$ cat config.mk
export PLATFORM = sky130hd
export DESIGN_NAME = hs_rx_fifo
export DESIGN_NICKNAME = d
export VERILOG_FILES = /design/src/rtl/hs_pkg.sv /design/src/rtl/hs_fifo_mem.sv /design/src/rtl/hs_rx_fifo.sv
export SDC_FILE = /design/constraint.sdc
export NUM_CORES = 1
export LEC_CHECK = 0
export CAP_MARGIN = 20
export CORE_MARGIN = 1.5
export CORE_UTILIZATION = 51
export DETAILED_ROUTE_END_ITERATION = 16
export PLACE_DENSITY = 0.77
export REMOVE_ABC_BUFFERS = 1
export SYNTH_ARGS = -nofsm -noshare
export SYNTH_HDL_FRONTEND = slang
export SYNTH_SLANG_ARGS = --single-unit
$ cat constraint.sdc
create_clock -name clk -period 2.6 [get_ports clk]
set_input_delay 0.52 -clock clk [delete_from_list [all_inputs] [get_ports clk]]
set_output_delay 0.52 -clock clk [all_outputs]
set_load 0.05 [all_outputs]
$ cat src/rtl/hs_pkg.sv
// Shared definitions for the CPU send/ack handshake responder.
// The data width must match the CPU side of the link.
package hs_pkg;

    typedef enum logic {S_IDLE, S_ACK} hs_state_t;

    localparam int HS_DW = 4;

endpackage

$ cat src/rtl/hs_fifo_mem.sv
// Small synchronous FIFO: storage array, wrapping pointers and occupancy count.
// The head entry is read combinationally, so a word written at one edge is visible right after it.
module hs_fifo_mem #(
    parameter int DW    = 4,
    parameter int DEPTH = 4
) (
    input  logic                     clk,
    input  logic                     rst,
    input  logic                     push,
    input  logic                     pop,
    input  logic [DW-1:0]            wdata,
    output logic [DW-1:0]            rdata,
    output logic [$clog2(DEPTH):0]   count,
    output logic                     full,
    output logic                     empty
);

    localparam int AW = $clog2(DEPTH);
    localparam logic [AW:0]   FULL_COUNT = (AW+1)'(DEPTH);
    localparam logic [AW:0]   COUNT_ONE  = (AW+1)'(1);
    localparam logic [AW-1:0] PTR_ONE    = AW'(1);

    logic [DW-1:0] r_mem [DEPTH];
    logic [AW-1:0] r_wrPtr;
    logic [AW-1:0] r_rdPtr;
    logic [AW:0]   r_count;

    logic w_full;
    logic w_empty;
    logic w_push;
    logic w_pop;

    // Guard against overflow/underflow even if a caller requests an illegal operation.
    assign w_full  = (r_count == FULL_COUNT);
    assign w_empty = (r_count == '0);
    assign w_push  = push && !w_full;
    assign w_pop   = pop && !w_empty;

    always_ff @(posedge clk) begin
        if (w_push) begin
            r_mem[r_wrPtr] <= wdata;
        end
    end

    // DEPTH is a power of two, so pointers wrap by natural overflow.
    always_ff @(posedge clk) begin
        if (rst) begin
            r_wrPtr <= '0;
            r_rdPtr <= '0;
            r_count <= '0;
        end else begin
            if (w_push) begin
                r_wrPtr <= r_wrPtr + PTR_ONE;
            end
            if (w_pop) begin
                r_rdPtr <= r_rdPtr + PTR_ONE;
            end
            case ({w_push, w_pop})
                2'b10:   r_count <= r_count + COUNT_ONE;
                2'b01:   r_count <= r_count - COUNT_ONE;
                default: r_count <= r_count;
            endcase
        end
    end

    assign rdata = r_mem[r_rdPtr];
    assign count = r_count;
    assign full  = w_full;
    assign empty = w_empty;

endmodule

$ cat src/rtl/hs_rx_fifo.sv
// Peripheral-side responder for the CPU four-phase send/ack handshake.
// Each handshake captures one word into a FIFO drained by a valid/ready consumer.
module hs_rx_fifo
    import hs_pkg::*;
#(
    parameter int DW    = HS_DW,
    parameter int DEPTH = 4
) (
    input  logic                    clk,
    input  logic                    rst,
    input  logic                    send,
    input  logic [DW-1:0]           data,
    output logic                    ack,
    output logic                    out_valid,
    input  logic                    out_ready,
    output logic [DW-1:0]           out_data,
    output logic [$clog2(DEPTH):0]  count,
    output logic                    full
);

    localparam int AW = $clog2(DEPTH);

    hs_state_t r_state;
    hs_state_t w_nextState;

    logic          w_push;
    logic          w_pop;
    logic          w_full;
    logic          w_empty;
    logic [AW:0]   w_count;
    logic [DW-1:0] w_rdata;

    always_ff @(posedge clk) begin
        if (rst) begin
            r_state <= S_IDLE;
        end else begin
            r_state <= w_nextState;
        end
    end

    // Exactly one write per handshake: only on the S_IDLE->S_ACK edge, and never while full.
    always_comb begin
        w_nextState = r_state;
        w_push      = 1'b0;
        case (r_state)
            S_IDLE: begin
                if (send && !w_full) begin
                    w_push      = 1'b1;
                    w_nextState = S_ACK;
                end
            end
            S_ACK: begin
                if (!send) begin
                    w_nextState = S_IDLE;
                end
            end
            default: w_nextState = S_IDLE;
        endcase
    end

    assign w_pop = !w_empty && out_ready;

    hs_fifo_mem #(
        .DW    (DW),
        .DEPTH (DEPTH)
    ) u_mem (
        .clk   (clk),
        .rst   (rst),
        .push  (w_push),
        .pop   (w_pop),
        .wdata (data),
        .rdata (w_rdata),
        .count (w_count),
        .full  (w_full),
        .empty (w_empty)
    );

    assign ack       = (r_state == S_ACK);
    assign out_valid = !w_empty;
    assign out_data  = w_rdata;
    assign count     = w_count;
    assign full      = w_full;

endmodule

==> out/results.ini <==
[outcome]
run_status = finished clean

[sta]
fmax_mhz = 408.9
setup_viol = 0
slew_violations = 0
setup_slack_ps = 154.2
finalCritPeriodShare_pct = 94.07
rsz0062_at_grt = false
worst_slew_pin_slew_ps = 513.5
relSlewSlack_pct = 65.71
hold_viol = 0
fin_tns_setup_ps = 0
min_period_ps = 2446
skew_ps = 3.548
hold_ws_ps = 515.4

[setup_path]
critPathMaxStageDelay_ps = 860
critPathCaptureType = output port
crit_path_max_fanout = 7
worstSetupPathType = reg -> out
crit_slowest_cell = clkdlybuf4s50_1
start_kind = flop
crit_arrival_ps = 1930
worst_ep_required_time_ps = 2080
crit_chain = nor3b_4 > clkdlybuf4s50_1

[cells_and_area]
nNetsFinal = 110
drive_gt1_share_pct = 16.84
areaGrowthSynthToFinish_pct = 20.92
instances_no_fill = 122
diodes = 0
nFillCells = 152
multi_input_area_um2 = 401.6
layout_commonest_cell = edfxtp_1
regArea_um2 = 680.7
final_cell_mix = edfxtp_1 (16), clkdlybuf4s50_1 (13), dfxtp_1 (10)

[routing]
drc_errors = 0
ant_nets = 0
routed_wl_um = 1795
avgRoutedWirePerCell_um = 14.71
firstDrtPassIters = 4
via_per_inst = 5.057
drt_iter0_markers = 8
via_count = 617

[pwr]
power.share.sequential_pct = 41.8
p_comb_share_pct = 46.1
switching_share_pct = 41.04
max-vdd-ir-drop_v = 0.0009189
p_int_uw = 820.2
power_per_cell_area_nw_per_um2 = 1034
fin_total_pwr_mw = 1.391
leakagePower_nw = 0.4994
p_clk_share_pct = 12.1
p_sw_uw = 570.8

[floorplan]
dieWidth_um = 49.70
die-area_um2 = 2470
io_pins = 18
coreArea_um2 = 2002
die_h_um = 49.70
start_util_pct = 55.56
rows = 16

[global_routing]
antenna_found_initial = 0
grt_max_degree = 15
grt_pass1_vias = 628
grt_overflow = 0
top_usage_layer = met2
grtUsageMet2_pct = 25.11
grt_pass1_wl_um = 3001
grtUsageTotal_pct = 16.61
use_met3_pct = 3.030
met1_usage_pct = 23.71

[hold_path]
min_path_type = reg -> reg

[cts]
cts_made_buffers = 3
htreeDepth = 1
clk_latency_ps = 310
cts_hold_buf = 0
clk_path_buf_depth = 2
clock-root-buffer = clkbuf_4
cts_tree = yes
path_clk_slew_ps = 130
clock-sinks = 26

[placed_design]
dp_cells = 118
routabilityCongestion = 0.6423
dpl.hpwl_um = 1329
io_buffers = 17
pre_cts_ws_ps = 93.17

[yosys]
seq_area_frac_synth_pct = 61.19
synth_cell_types = 21
syn_area_um2 = 1112
synthCells = 75
syn_avg_cell_area_um2 = 14.83
ys_warn_count = 0
ys_ff_latch = 26

[run]
maxCapViolations = 0

## logic make-up (layout without fill, tap and decap cells)
| logic type | after synthesis | in the layout | share of synthesized area, % |
|---|---|---|---|
| flops | 26 | 26 | 61.19 |
| simple gates | 19 | 19 | 11.70 |
| buf+inv | 8 | 28 | 2.700 |
| fa+ha+maj | 6 | 6 | 7.424 |
| compound gates | 6 | 6 | 3.486 |
| mux | 6 | 6 | 10.35 |
| xor+xnor | 4 | 4 | 3.150 |
## synth_stat cells
library cell	n	share of area, %
ha_1	5	5.6
xnor2_1	1	0.79
mux2_4	1	1.3
nand2b_1	3	1.7
and2_2	4	2.7
edfxtp_1	16	43
o21ai_0	1	0.45
fa_1	1	1.8
o311ai_0	1	0.79
dfxtp_1	10	18
xor2_1	3	2.4
inv_1	7	2.4
mux4_2	4	8.1
clkbuf_1	1	0.34
or3_1	1	0.56
nor3b_4	2	3.4
or3_2	1	0.68
a21oi_1	3	1.3
o31a_2	1	0.90
nor2_1	8	2.7
mux2i_1	1	0.90
## path summary, 6_finish.rpt
| kind | from | endpoint | slack (ps) | depth (start not counted) |
|---|---|---|---|---|
| worst max-delay path | u_mem.count[2] | full | 150 | 2 |
| worst min-delay path | ack | ack | 520 | 2 |
| worst max register to register | u_mem.count[2] | u_mem.count[2] | 330 | 9 |
| worst min register to register | ack | ack | 520 | 2 |
## area by class of cell
type | count | share of cell area, %
flip-flops and latches | 26 | 50.60
repair buffers | 17 | 13.12
multi-input cells | 41 | 29.86
clock buffers | 4 | 1.953
inverters | 7 | 1.953
well taps | 27 | 2.512
## metal layers
metal | vias up | routed length, um
met5 | - | 0
met2 | 10 | 880
li1 | 306 | -
met3 | 0 | 54
met4 | 0 | 0
met1 | 301 | 860
## metrics by stage
stage	area (um2)	util (%)
after global routing	1345	67.19
final	1345	67.19
after CTS	1338	66.81
after global placement	1313	65.56
after floorplan	1109	-
after detailed placement	1313	65.56
## sequential cells by signal (all words and copies together) (netlist names), named ones only
signal	flops
ack	1
u_mem.count	3
u_mem.r_mem	16
u_mem.r_wrPtr	2
u_mem.r_rdPtr	2
## power by group through the flow
| stage | clock network (mW) | logic [mW] | registers, mW |
|---|---|---|---|
| floorplan | 0 | 0.402 | 0.645 |
| global placement | 0 | 0.635 | 0.588 |
| detailed placement | 0 | 0.646 | 0.594 |
| CTS | 0.171 | 0.644 | 0.585 |
| global route | 0.186 | 0.686 | 0.597 |
| finish | 0.168 | 0.641 | 0.582 |
## critical path, delay by kind of cell, from the launching register on
kind / cells / cell delay, ps
buf+inv: 1 / 860
flops: 1 / 460
simple gates: 1 / 300
## timing repair
item	in CTS	in global routing
resized for setup	1	3
setup endpoints to repair	1	3
buffers inserted	0	0
(Power assumes the default switching activity.)
==> variant (same flow settings) <==
Change the package constant `HS_DW` from 4 to 5.
--- a/src/rtl/hs_pkg.sv
+++ b/src/rtl/hs_pkg.sv
@@ -6,3 +6,3 @@
 
-    localparam int HS_DW = 4;
+    localparam int HS_DW = 5;
 
Ports: changed (resized data and out_data); port bits go from 18 to 20. The function was not compared with the original's and may differ.
==> variant against the unedited design <==
  * Synthesized area rose by 13%
  * Routed wire length rose by 11%
  * Final area rose by 14%
  * Sequential share of layout area rose by 1.7 points
  * Sequential cell count rose by 4
  * Worst setup slack improved by 0.017 ns
  * Sequential power rose by 14%
  * Power rose by 16%
  * Largest cell class unchanged
==> variant: results (changes against the unedited design) <==
| Metric | Value |
|---|---|
| Status | finished clean (unchanged) |
| GRT Total Usage | 17.5% (was 16.6%) |
| Slew @ Worst Pin | 0.496 ns (was 0.514 ns) |
| Synth Area in XOR/XNOR | 2.78% (was 3.15%) |
| Hold Buf Count CTS | 0 (unchanged) |
| Clock skew | 0.00940 ns (was 0.00355 ns) |
| Adder-Cell Fraction of Synth Area | 6.55% (was 7.42%) |
| Post-synthesis sequential area ratio | 63.6% (was 61.2%) |
| LEAKAGE | 0.547 nW (was 0.499 nW) |
| YS warnings | 0 (unchanged) |
| Synth cell types | 22 (was 21) |
| Layout cells sized above 1 | 19.8% (was 16.8%) |
| Peak VDD IR | 0.901 mV (was 0.919 mV) |
| Max FFs per register | 20 (was 16) |
| Wire per inst | 14.9 microns (was 14.7 microns) |
| Compound-Gate Fraction of Synth Area | 3.08% (was 3.49%) |
| DR vias | 702 (was 617) |
| Post-layout util | 67.2% (about the same) |
| Hold slack | 0.504 ns (was 0.515 ns) |
| NetSw | 0.000642 W (was 0.000571 W) |
| Starting DRT DRC Count | 9 (was 8) |
| Worst reg2reg setup slack | 0.38 ns (was 0.33 ns) |
| Number of enable flip-flop cells after synthesis | 20 (was 16) |
| Routability Congestion | 0.740 (was 0.642) |
| Placed cell area | 0.00148 sq mm (was 0.00131 sq mm) |
| CTS buffer count | 5 (was 3) |
| Largest net degree at the start of global routing | 12 (was 15) |
| CTS H-tree lvls | 2 (was 1) |
| Worst-Skew Late Latency | 0.31 ns (about the same) |
| Critical path peak fanout | 7 (unchanged) |
| Fill cell count | 169 (was 152) |
| Mux cell area share after synthesis | 10.9% (was 10.3%) |
| Cells after DPL | 126 (was 118) |
| Synth area leaders | edfxtp_1 48%, dfxtp_1 16%, mux4_2 8.9%, ha_1 5.0%, nor3b_4 3.0% (was edfxtp_1 43%, dfxtp_1 18%, mux4_2 8.1%, ha_1 5.6%, nor3b_4 3.4%) |
| Post-DP HPWL | 1470 microns (was 1330 microns) |
| Cells after synthesis | 81 (was 75) |
| IO Port Bufs | 19 (was 17) |
| Final WL | 2000 microns (was 1800 microns) |
| Dpl ws | 0.0880 ns (was 0.0932 ns) |
| Vias in the first global route | 708 (was 628) |
| WP data arrival | 1.91 ns (was 1.93 ns) |
| Clk root buf | clkbuf_4 (unchanged) |
| Post-CTS Resized | 5 (was 1) |
| HP Class | register to register (unchanged) |
| CTS clock-pin slew for the worst setup and hold paths | 0.09 ns (was 0.13 ns) |
| Synth cell count leaders | 20 x edfxtp_1, 10 x dfxtp_1, 8 x nor2_1 (was 16 x edfxtp_1, 10 x dfxtp_1, 8 x nor2_1) |
| Deepest clock path buffer count | 2 (unchanged) |
| Final WS setup | 0.171 ns (was 0.154 ns) |
| First-pass GRT wire length | 3220 microns (was 3000 microns) |
| Slowest CP cell | clkdlybuf4s50_1 (unchanged) |
| Initial DRT Pass Iterations | 4 (unchanged) |
| Fin nets | 120 (was 110) |
variant: cell count changes after synthesis:
cell | unedited run | this run
edfxtp_1 | 16 | 20
buf_2 | 0 | 1
mux4_2 | 4 | 5
variant: area by class of cell:
| class | instances | area share, % |
|---|---|---|
| clock inverter | 1 | 0.327 |
| timing repair buffer | 19 | 12.0 |
| sequential | 30 | 52.3 |
| inverter | 7 | 1.72 |
| multi-input combinational | 42 | 27.7 |
| clock buffer | 7 | 3.60 |
| tap | 28 | 2.29 |
variant: worst max-delay path, delay by kind of cell (launching register included):
family,cells,cell delay (ns)
buffers and inverters,1,0.85
AND/OR/NAND/NOR,1,0.31
flip-flops,1,0.44
variant: path summary, 6_finish.rpt:
path | startpoint | endpoint | depth (start not counted)
setup / recovery | u_mem.count[2] | full | 2
hold / removal | ack | ack | 2
setup reg to reg | u_mem.count[2] | u_mem.count[2] | 9
hold reg to reg | ack | ack | 2
variant: logic make-up after synthesis:
kind of cell,Yosys count
flip-flops,30
adder cells (fa/ha/maj),6
AO/OA/AOI/OAI,6
multiplexers,7
AND/OR/NAND/NOR,19
XOR/XNOR,4
buffers and inverters,9
variant: power groups by stage:
stage          sequential, W  clock [W]  combinational [W]
4_1_cts             0.000665   0.000289           0.000679
3_5_place_dp        0.000676          0           0.000701
2_1_floorplan       0.000727          0           0.000442
3_3_place_gp        0.000672          0           0.000685
6_report            0.000662   0.000278           0.000674
5_1_grt             0.000677   0.000312           0.000716
variant: routing by layer:
| layer | track usage, % | part of all wire [%] | up-vias |
|---|---|---|---|
| li1 | - | - | 337 |
| met1 | 19.5 | 37 | 335 |
| met2 | 30.0 | 55 | 26 |
| met3 | 7.14 | 6.6 | 4 |
| met4 | 6.41 | 1.5 | 0 |
| met5 | 0 | 0 | - |
